===== src/rtl/dmem_arbiter_if.sv =====
// Bus bundle between the two memory requesters (CPU MEM stage, DMA/loader),
// the arbiter, and the single-port data memory.
// The arbiter connects through the slave modport; the surroundings (pipeline,
// DMA engine and Data_Memory, or a testbench standing in for them) use master.
interface dmem_arbiter_if #(
    parameter int ADDR_W = 32,
    parameter int DATA_W = 32
) ();
    // CPU MEM-stage port
    logic              cpu_req;
    logic              cpu_we;
    logic [ADDR_W-1:0] cpu_addr;
    logic [DATA_W-1:0] cpu_wdata;
    logic [DATA_W-1:0] cpu_rdata;
    logic              cpu_done;
    logic              cpu_stall;

    // DMA / program-loader port
    logic              dma_req;
    logic              dma_we;
    logic [ADDR_W-1:0] dma_addr;
    logic [DATA_W-1:0] dma_wdata;
    logic [DATA_W-1:0] dma_rdata;
    logic              dma_done;

    // Data memory side
    logic [ADDR_W-1:0] mem_addr;
    logic [DATA_W-1:0] mem_wdata;
    logic              mem_read;
    logic              mem_write;
    logic [DATA_W-1:0] mem_rdata;

    // Status
    logic              busy;

    modport slave (
        input  cpu_req, cpu_we, cpu_addr, cpu_wdata,
        output cpu_rdata, cpu_done, cpu_stall,
        input  dma_req, dma_we, dma_addr, dma_wdata,
        output dma_rdata, dma_done,
        output mem_addr, mem_wdata, mem_read, mem_write,
        input  mem_rdata,
        output busy
    );

    modport master (
        output cpu_req, cpu_we, cpu_addr, cpu_wdata,
        input  cpu_rdata, cpu_done, cpu_stall,
        output dma_req, dma_we, dma_addr, dma_wdata,
        input  dma_rdata, dma_done,
        input  mem_addr, mem_wdata, mem_read, mem_write,
        output mem_rdata,
        input  busy
    );
endinterface


===== src/rtl/dmem_arbiter.sv =====
// Data-memory arbiter: serialises CPU (MEM stage) and DMA accesses onto one
// single-port memory with a fixed MEM_LAT-cycle strobe window, pulses a
// one-cycle done to the owner, and stalls the pipeline while a CPU access is
// outstanding. DMA normally yields to the CPU but is forced through after
// STARVE_MAX consecutive losses.
module dmem_arbiter #(
    parameter int ADDR_W     = 32,
    parameter int DATA_W     = 32,
    parameter int MEM_LAT    = 2,
    parameter int STARVE_MAX = 4
) (
    input  logic          clk,
    input  logic          rst,
    dmem_arbiter_if.slave bus
);

    // Latency counter only has to hold MEM_LAT-1 down to 0.
    localparam int LAT_W = (MEM_LAT > 1) ? $clog2(MEM_LAT) : 1;
    localparam int CNT_W = $clog2(STARVE_MAX + 1);

    localparam logic [LAT_W-1:0] LAT_LOAD   = LAT_W'(MEM_LAT - 1);
    localparam logic [CNT_W-1:0] STARVE_TOP = CNT_W'(STARVE_MAX);

    typedef enum logic [1:0] {
        IDLE   = 2'd0,
        ACCESS = 2'd1,
        RESP   = 2'd2
    } state_t;

    state_t              state_reg,      state_next;
    logic                owner_dma_reg,  owner_dma_next;
    logic                we_reg,         we_next;
    logic [ADDR_W-1:0]   addr_reg,       addr_next;
    logic [DATA_W-1:0]   wdata_reg,      wdata_next;
    logic [LAT_W-1:0]    lat_cnt_reg,    lat_cnt_next;
    logic [CNT_W-1:0]    starve_cnt_reg, starve_cnt_next;
    logic [DATA_W-1:0]   cpu_rdata_reg,  cpu_rdata_next;
    logic [DATA_W-1:0]   dma_rdata_reg,  dma_rdata_next;

    logic grant_dma;
    logic grant_cpu;
    logic in_access;
    logic cpu_done;
    logic dma_done;

    // Arbitration decision, only acted on in IDLE. DMA wins when the CPU is
    // quiet or when it has already lost STARVE_MAX times in a row.
    always_comb begin
        grant_dma = bus.dma_req & (~bus.cpu_req | (starve_cnt_reg == STARVE_TOP));
        grant_cpu = bus.cpu_req & ~grant_dma;
    end

    // Next-state and datapath-latch logic for the IDLE -> ACCESS -> RESP walk.
    always_comb begin
        state_next      = state_reg;
        owner_dma_next  = owner_dma_reg;
        we_next         = we_reg;
        addr_next       = addr_reg;
        wdata_next      = wdata_reg;
        lat_cnt_next    = lat_cnt_reg;
        starve_cnt_next = starve_cnt_reg;
        cpu_rdata_next  = cpu_rdata_reg;
        dma_rdata_next  = dma_rdata_reg;

        unique case (state_reg)
            IDLE: begin
                if (grant_dma) begin
                    owner_dma_next  = 1'b1;
                    we_next         = bus.dma_we;
                    addr_next       = bus.dma_addr;
                    wdata_next      = bus.dma_wdata;
                    lat_cnt_next    = LAT_LOAD;
                    starve_cnt_next = '0;
                    state_next      = ACCESS;
                end else if (grant_cpu) begin
                    owner_dma_next  = 1'b0;
                    we_next         = bus.cpu_we;
                    addr_next       = bus.cpu_addr;
                    wdata_next      = bus.cpu_wdata;
                    lat_cnt_next    = LAT_LOAD;
                    // Only a real contention loss counts towards starvation.
                    if (bus.dma_req && (starve_cnt_reg != STARVE_TOP)) begin
                        starve_cnt_next = starve_cnt_reg + CNT_W'(1);
                    end
                    state_next      = ACCESS;
                end
            end

            ACCESS: begin
                if (lat_cnt_reg == '0) begin
                    // Last strobe cycle: the memory output is valid now.
                    if (!we_reg) begin
                        if (owner_dma_reg) begin
                            dma_rdata_next = bus.mem_rdata;
                        end else begin
                            cpu_rdata_next = bus.mem_rdata;
                        end
                    end
                    state_next = RESP;
                end else begin
                    lat_cnt_next = lat_cnt_reg - LAT_W'(1);
                end
            end

            RESP: begin
                state_next = IDLE;
            end

            default: begin
                state_next = IDLE;
            end
        endcase
    end

    // State and datapath registers; reset can land mid-access and simply
    // abandons it.
    always_ff @(posedge clk or posedge rst) begin
        if (rst) begin
            state_reg      <= IDLE;
            owner_dma_reg  <= 1'b0;
            we_reg         <= 1'b0;
            addr_reg       <= '0;
            wdata_reg      <= '0;
            lat_cnt_reg    <= '0;
            starve_cnt_reg <= '0;
            cpu_rdata_reg  <= '0;
            dma_rdata_reg  <= '0;
        end else begin
            state_reg      <= state_next;
            owner_dma_reg  <= owner_dma_next;
            we_reg         <= we_next;
            addr_reg       <= addr_next;
            wdata_reg      <= wdata_next;
            lat_cnt_reg    <= lat_cnt_next;
            starve_cnt_reg <= starve_cnt_next;
            cpu_rdata_reg  <= cpu_rdata_next;
            dma_rdata_reg  <= dma_rdata_next;
        end
    end

    // Output decode: strobes only while in ACCESS, done only in RESP.
    always_comb begin
        in_access = (state_reg == ACCESS);
        cpu_done  = (state_reg == RESP) & ~owner_dma_reg;
        dma_done  = (state_reg == RESP) &  owner_dma_reg;
    end

    assign bus.mem_addr  = addr_reg;
    assign bus.mem_wdata = wdata_reg;
    assign bus.mem_read  = in_access & ~we_reg;
    assign bus.mem_write = in_access &  we_reg;

    assign bus.cpu_rdata = cpu_rdata_reg;
    assign bus.cpu_done  = cpu_done;
    assign bus.dma_rdata = dma_rdata_reg;
    assign bus.dma_done  = dma_done;

    // Stall is combinational so it covers the very cycle the request rises,
    // including while DMA owns the memory.
    assign bus.cpu_stall = bus.cpu_req & ~cpu_done;
    assign bus.busy      = (state_reg != IDLE);

endmodule


===== src/flat_wrapper.sv =====
// flat-port wrapper written by rule: the top's interface ports become plain ports
module dmem_arbiter_flat 
#(
    parameter int ADDR_W     = 32,
    parameter int DATA_W     = 32,
    parameter int MEM_LAT    = 2,
    parameter int STARVE_MAX = 4
)
  (clk, rst, bus_cpu_req, bus_cpu_we, bus_cpu_addr, bus_cpu_wdata, bus_cpu_rdata, bus_cpu_done, bus_cpu_stall, bus_dma_req, bus_dma_we, bus_dma_addr, bus_dma_wdata, bus_dma_rdata, bus_dma_done, bus_mem_addr, bus_mem_wdata, bus_mem_read, bus_mem_write, bus_mem_rdata, bus_busy);
  dmem_arbiter_if #(.ADDR_W(ADDR_W), .DATA_W(DATA_W)) bus_i ();
  input  logic clk;
  input  logic rst;
  input wire logic [$bits(bus_i.cpu_req)-1:0] bus_cpu_req;
  input wire logic [$bits(bus_i.cpu_we)-1:0] bus_cpu_we;
  input wire logic [$bits(bus_i.cpu_addr)-1:0] bus_cpu_addr;
  input wire logic [$bits(bus_i.cpu_wdata)-1:0] bus_cpu_wdata;
  output wire logic [$bits(bus_i.cpu_rdata)-1:0] bus_cpu_rdata;
  output wire logic [$bits(bus_i.cpu_done)-1:0] bus_cpu_done;
  output wire logic [$bits(bus_i.cpu_stall)-1:0] bus_cpu_stall;
  input wire logic [$bits(bus_i.dma_req)-1:0] bus_dma_req;
  input wire logic [$bits(bus_i.dma_we)-1:0] bus_dma_we;
  input wire logic [$bits(bus_i.dma_addr)-1:0] bus_dma_addr;
  input wire logic [$bits(bus_i.dma_wdata)-1:0] bus_dma_wdata;
  output wire logic [$bits(bus_i.dma_rdata)-1:0] bus_dma_rdata;
  output wire logic [$bits(bus_i.dma_done)-1:0] bus_dma_done;
  output wire logic [$bits(bus_i.mem_addr)-1:0] bus_mem_addr;
  output wire logic [$bits(bus_i.mem_wdata)-1:0] bus_mem_wdata;
  output wire logic [$bits(bus_i.mem_read)-1:0] bus_mem_read;
  output wire logic [$bits(bus_i.mem_write)-1:0] bus_mem_write;
  input wire logic [$bits(bus_i.mem_rdata)-1:0] bus_mem_rdata;
  output wire logic [$bits(bus_i.busy)-1:0] bus_busy;
  assign bus_i.cpu_req = bus_cpu_req;
  assign bus_i.cpu_we = bus_cpu_we;
  assign bus_i.cpu_addr = bus_cpu_addr;
  assign bus_i.cpu_wdata = bus_cpu_wdata;
  assign bus_cpu_rdata = bus_i.cpu_rdata;
  assign bus_cpu_done = bus_i.cpu_done;
  assign bus_cpu_stall = bus_i.cpu_stall;
  assign bus_i.dma_req = bus_dma_req;
  assign bus_i.dma_we = bus_dma_we;
  assign bus_i.dma_addr = bus_dma_addr;
  assign bus_i.dma_wdata = bus_dma_wdata;
  assign bus_dma_rdata = bus_i.dma_rdata;
  assign bus_dma_done = bus_i.dma_done;
  assign bus_mem_addr = bus_i.mem_addr;
  assign bus_mem_wdata = bus_i.mem_wdata;
  assign bus_mem_read = bus_i.mem_read;
  assign bus_mem_write = bus_i.mem_write;
  assign bus_i.mem_rdata = bus_mem_rdata;
  assign bus_busy = bus_i.busy;
  dmem_arbiter #(.ADDR_W(ADDR_W), .DATA_W(DATA_W), .MEM_LAT(MEM_LAT), .STARVE_MAX(STARVE_MAX)) u_core (.clk(clk), .rst(rst), .bus(bus_i));
endmodule

===== config.mk =====
export PLATFORM = sky130hd
export DESIGN_NAME = dmem_arbiter_flat
export DESIGN_NICKNAME = d
export VERILOG_FILES = /design/src/rtl/dmem_arbiter_if.sv /design/src/rtl/dmem_arbiter.sv /design/src/flat_wrapper.sv
export SDC_FILE = /design/constraint.sdc
export NUM_CORES = 1
export LEC_CHECK = 0
export BUFFER_PORTS_ARGS = -buffer_cell sky130_fd_sc_hd__buf_2
export CORE_MARGIN = 5
export CORE_UTILIZATION = 42
export DETAILED_ROUTE_END_ITERATION = 10
export PLACE_DENSITY = 0.76
export SLEW_MARGIN = 0
export SYNTH_ARGS = -nofsm -noshare
export SYNTH_HDL_FRONTEND = slang
export SYNTH_SLANG_ARGS = --single-unit

===== constraint.sdc =====
create_clock -name clk -period 4 [get_ports clk]
set_clock_uncertainty 0.15 [all_clocks]
set_input_delay 0.4 -clock clk [delete_from_list [all_inputs] [get_ports clk]]
set_output_delay 0.4 -clock clk [all_outputs]
set_load 0.02 [all_outputs]

==> results of run 1 <==
-- placed cells by master, fill, tap and decap left out, drive strengths merged, types with 2 or more instances in the layout --
cell,count
a22o,2
and2,2
buf,311
bufinv,7
clkbuf,17
clkinvlp,4
dfrtp,136
ha,2
inv,72
mux2,66
nand2b,3
nand3,65
nand4,65
nor2,5
o221ai,65
-- metal layers --
metal,global-route usage (%),vias to the layer above,routed length [um]
met5,0,-,0
met4,7.852,0,421
met3,6.008,30,1440
met2,32.39,252,8940
met1,24.81,2658,7171
li1,-,2570,-
-- through the flow --
step	cells	power [W]	util [%]
2_1_floorplan	548	0.004979	-
3_3_place_gp	991	0.006007	52.67
3_5_place_dp	991	0.006101	52.67
4_1_cts	1023	0.007961	57.37
5_1_grt	1023	0.008339	57.37
6_report	1023	0.007887	57.37
-- cells by family after synthesis --
logic type / after synthesis / share of synthesized area [%]
adder cells (fa/ha/maj): 2 / 0.3947
AND/OR/NAND/NOR: 147 / 13.80
buffers and inverters: 126 / 8.804
AO/OA/AOI/OAI: 71 / 11.53
flip-flops: 136 / 53.69
multiplexers: 66 / 11.78
-- path summary, 6_finish.rpt --
kind,start,end,slack [ps],depth (start not counted)
setup reg to reg,u_core.state_reg[0],u_core.bus.mem_wdata[19],1340,4
max in group asynchronous,rst,u_core.bus.dma_rdata[20],2360,4
hold reg to reg,u_core.bus.cpu_rdata[24],u_core.bus.cpu_rdata[24],340,1
hold / removal,bus_mem_rdata[22],u_core.bus.dma_rdata[22],80,2
min in group asynchronous,rst,u_core.bus.cpu_rdata[1],430,3
setup / recovery,u_core.state_reg[0],bus_busy,1200,4
-- repair_timing --
action	in CTS	in global routing
endpoints found under the setup margin	0	0
hold endpoints to repair	18	0
hold buffers	1	0
-- where the power goes --
group | total [W] | switching, W | internal [W]
logic | 0.00357 | 0.00219 | 0.00138
registers | 0.00248 | 0.000397 | 0.00208
clock network | 0.00183 | 0.000599 | 0.00124
total | 0.00789 | 0.00319 | 0.00470
-- cell type report --
class	instances	area (sq um)
clock buffer	17	425.4
clock inverter	14	267.8
sequential	136	3403
tap	188	235.2
fill	1270	6385
multi-input combinational	286	2385
inverter	70	266.5
timing repair buffer	312	1609
-- worst max-delay path, stage by stage (launching register included) --
cell and delay [ps]:
dfrtp_1 450, nor2_4 650, buf_4 490, inv_1 70, buf_2 160
==> impl_results.md, run 1 <==
* Status: completed
* Clk Latency, worst-skew pair at 410 ps
* Hold crit path type: in2reg
* Synth top area share at 53.69%
* DIE WIDTH at 132.9 um
* Crit Path Max Fanout at 39
* I/O pin count at 300
* Reg clk slew, reported paths at 60 ps
* Largest net degree at the start of global routing at 73
* Sequential share of the synthesized area at 53.69%
* Mean area per synthesized cell at 11.57 sq um
* DRC Markers at 0
* Worst Setup Start Kind: flip-flop
* H-tree levels at 4
* CTS tree: yes
* Period Utilization, post-route at 69.97%
* Synthesized area at 6339 sq um
* Placement Cell Area at 7889 sq um
* Largest cells by area after synthesis: dfrtp_1, mux2_2, o221ai_1, nand4_1, nand3_1
* RSZ-0062 raised after global routing: no
* Cells after Synth at 548
* Vias in the first global route at 5441
* Crit end category: output pin
* Core area at 14980 sq um
* WS Path Type: reg2out
* Area Overhead vs Synth at 35.55%
* Slew headroom at 31.06%
* Post-synth top cells: dfrtp_1, inv_1, nand3_1, nand4_1, mux2_2
* Post-route ant nets at 0
* Setup_tns at 0 ps
* Top-count cell post-synth: dfrtp_1
* WP data required at 3450 ps
* Num CTS Buffers at 17
* Final Hold Viols at 0
* Layout cell share with drive strength beyond 1 at 51.98%
* Setup violators final at 0
* Vias per cell at 5.386
* Die area at 17650 sq um
* Cell Pwr Density at 917.9 nW/um^2
* Post-DP HPWL at 12730 um
* GPL Wtd Cong at 0.8365
* EDFF count, synth at 0
* Post-CTS sizing at 0
* Avg WL per Cell at 17.57 um
* Pre-CTS WS at 1329 ps
* P_leak at 4.184 nW
* Worst Hold Slack at 81.96 ps
* # clock sinks at 136
* Port Buf Inserts at 299
* Iter 0 DRT Violations at 292
* Post-route minimum period at 2799 ps
* Worst EP arrival at 2250 ps
* Standard-cell rows at 45
* Syn. warnings at 0
* Synthesized flop and latch total at 136
* Slew @ Worst Pin at 1034 ps
* Asr flop ratio synth at 100.0%
* Total number of vias at 5510
* Syn nets at 716
* GRT Total Usage at 19.88%
* Fmax at 357.3 MHz
* Setup bufs post-CTS at 0
* Antenna violations before repair at 0
* ANT cells at 0
* Final wirelength at 17970 um
* Synth cell types at 31
* First-pass GRT wire length at 28230 um
* Fin area at 8592 sq um
* Die height at 132.9 um
* Initial Utilization at 42.32%
* CTS max path bufs at 2
* Pre-antenna DRT Iters at 5
* Largest area contributor in the netlist: dfrtp_1
* Slew Viols, Final at 0
* Top FF cell, synth: dfrtp_1
* Max-Cap Viols at 0
* Final #Nets at 991
* Congestion Overflow GR at 0
* Worst setup margin at 1201 ps
* Max VDD drop at 0.3788 mV
* Clock Root Buffer: clkbuf_16
Power figures use the tool's default switching activity.
==> inputs of run 2 (changes only) <==
--- a/config.mk
+++ b/config.mk
@@ -7,9 +7,9 @@
 export LEC_CHECK = 0
 export BUFFER_PORTS_ARGS = -buffer_cell sky130_fd_sc_hd__buf_2
 export CORE_MARGIN = 5
-export CORE_UTILIZATION = 42
+export CORE_UTILIZATION = 47
 export DETAILED_ROUTE_END_ITERATION = 10
-export PLACE_DENSITY = 0.76
+export PLACE_DENSITY = 0.81
 export SLEW_MARGIN = 0
 export SYNTH_ARGS = -nofsm -noshare
 export SYNTH_HDL_FRONTEND = slang
==> constraint.sdc (replaced) <==
create_clock -name clk -period 2.6 [get_ports clk]
set_clock_uncertainty 0.15 [all_clocks]
set_input_delay 0.26 -clock clk [delete_from_list [all_inputs] [get_ports clk]]
set_output_delay 0.26 -clock clk [all_outputs]
set_load 0.02 [all_outputs]
==> run 2 against run 1 <==
Global-route usage grew 6.9 points; design area up 11%; combinational power increased by 63%; clock power increased by 31%; cell count rose by 8.6%; hold slack got worse by 73 ps; power rose by 53%; via count is 12% higher; sequential share of layout area down 3.8 points; sequential power increased by 56%; largest cell class unchanged.
==> impl_results.md, run 2 (synthesized netlist as in run 1, its figures left out) <==
* Max VDD drop at 0.8259 mV (+120%)
* Antenna violations before repair at 0 (unchanged)
* H-tree levels at 4 (unchanged)
* Largest net degree at the start of global routing at 137 (+88%)
* Post-route ant nets at 0 (unchanged)
* Hold crit path type: in2reg
* WS Path Type: reg2reg
* CTS max path bufs at 2 (unchanged)
* Pre-antenna DRT Iters at 5 (unchanged)
* Most frequent cells in the layout: buf_2, dfrtp_1, dlygate4sd3_1, inv_1
* Clk Latency, worst-skew pair at 400 ps (about the same)
* Crit end category: flip-flop
* Num CTS Buffers at 17 (unchanged)
* Avg WL per Cell at 19.57 um (+11%)
* Layout fillers at 917 (-28%)
* Status: completed
* Post-Layout Cell Count at 1111 (+8.6%)
* Max-Cap Viols at 0 (unchanged)
* Post-route minimum period at 2211 ps
* CTS tree: yes
* Total number of vias at 6187 (+12%)
* Vias per cell at 5.569 (+3.4%)
* Reg clk slew, reported paths at 60 ps (about the same)
* WP data required at 2710 ps (-740 ps)
* P_leak at 4.557 nW (+8.9%)
* Fin area at 9507 sq um (+11%)
* Worst Hold Slack at 8.668 ps (-73.29 ps)
* Die height at 126.1 um (-5.1%)
* Area Overhead vs Synth at 49.98%
* Multi-input gate area at 2385 sq um (unchanged)
* Cell Pwr Density at 1272 nW/um^2 (+39%)
* Period Utilization, post-route at 85.05%
* Iter 0 DRT Violations at 419 (+43%)
* GRT Total Usage at 26.75% (+6.9 points)
* Placed cell count at 976 (-1.5%)
* ANT cells at 0 (unchanged)
* RSZ-0062 raised after global routing: no
* Slew headroom at 44.55% (+13 points)
* Congestion Overflow GR at 0 (unchanged)
* Vias in the first global route at 6423 (+18%)
* # clock sinks at 136 (unchanged)
* I/O pin count at 300 (unchanged)
* Leading cell type in the layout, fill and taps excluded: buf_2
* Worst EP arrival at 2330 ps (+80 ps)
* Placement Cell Area at 7889 sq um (unchanged)
* Sequential Area at 3403 sq um (unchanged)
* Post-DP HPWL at 12410 um (-2.5%)
* Setup_tns at 0 ps (unchanged)
* Worst Setup Start Kind: flip-flop
* Port Buf Inserts at 299 (unchanged)
* DIE WIDTH at 126.1 um (-5.1%)
* First-pass GRT wire length at 34330 um (+22%)
* Slew @ Worst Pin at 831.7 ps (-202.5 ps)
* Layout cell share with drive strength beyond 1 at 46.10% (-5.9 points)
* Standard-cell rows at 42 (-6.7%)
* Utilization after layout at 71.79% (+14 points)
* Slew Viols, Final at 0 (unchanged)
* Core area at 13240 sq um (-12%)
* Die area at 15910 sq um (-9.9%)
* Initial Utilization at 47.86% (+5.5 points)
* Final Hold Viols at 0 (unchanged)
* Final #Nets at 1090 (+10%)
* DRC Markers at 0 (unchanged)
* Final wirelength at 21740 um (+21%)
* GPL Wtd Cong at 0.8180 (-2.2%)
* Setup violators final at 0 (unchanged)
* Clock Root Buffer: clkbuf_16
* Crit Path Max Fanout at 39 (unchanged)
* Post-CTS sizing at 0 (unchanged)
* Fmax at 452.2 MHz
run 2: cell types whose count changed in the layout (fill, tap and decap cells not counted), sizes merged:
cell	delta
bufinv	-5
dlygate4sd3	+102
clkinvlp	+1
clkbuf	+2
buf	-3
clkinv	+3
run 2: final cells by class:
cell class	instances	share of cell area, %
clock buffer	19	4.659
clock inverter	13	1.514
inverter	70	2.803
multi-input combinational	286	25.09
sequential	136	35.80
tap	176	2.316
timing repair buffer	411	27.82
run 2: where the power goes:
| part | internal [W] | leakage (nW) | switching [W] |
|---|---|---|---|
| registers | 0.00320 | 1.64 | 0.000667 |
| logic | 0.00225 | 2.64 | 0.00357 |
| clock network | 0.00145 | 0.276 | 0.000945 |
run 2: metrics by stage:
stage / total power, W / worst slack (ps)
finish: 0.01209 / 388.6
CTS: 0.01197 / 403.7
global route: 0.01275 / 259.4
global placement: 0.009283 / 450.6
floorplan: 0.007661 / 496.9
detailed placement: 0.009458 / 401.1
run 2: worst paths after layout:
check	depth (start not counted)	to	startpoint	slack, ps
worst min-delay path	3	u_core.bus.mem_addr[0]	bus_dma_addr[0]	9
worst min register to register	1	u_core.bus.cpu_rdata[23]	u_core.bus.cpu_rdata[23]	340
max in group asynchronous	4	u_core.bus.mem_addr[10]	rst	1280
worst max register to register	6	u_core.bus.mem_addr[21]	u_core.starve_cnt_reg[0]	390
min in group asynchronous	4	u_core.bus.dma_rdata[30]	rst	460
worst max-delay path	6	u_core.bus.mem_addr[21]	u_core.starve_cnt_reg[0]	390
run 2: timing repair:
item | in CTS | in global routing
setup buffers | 0 | 0
endpoints found under the hold margin | 263 | 0
hold buffers | 103 | 0
run 2: metal layers:
layer	routed length (um)	up-vias	global-route usage, %	share of wire (%)
met5	0	-	0	0
met4	825	0	11.61	3.8
met3	1762	75	7.070	8.1
met2	11000	364	45.67	51
met1	8150	2968	31.89	37
li1	-	2780	-	-
run 2: critical path, stage by stage (launching register included):
cell and delay (ps):
dfrtp_1 390, inv_1 90, ha_1 160, a21bo_2 130
and2_2 680, buf_12 300, o221ai_1 150
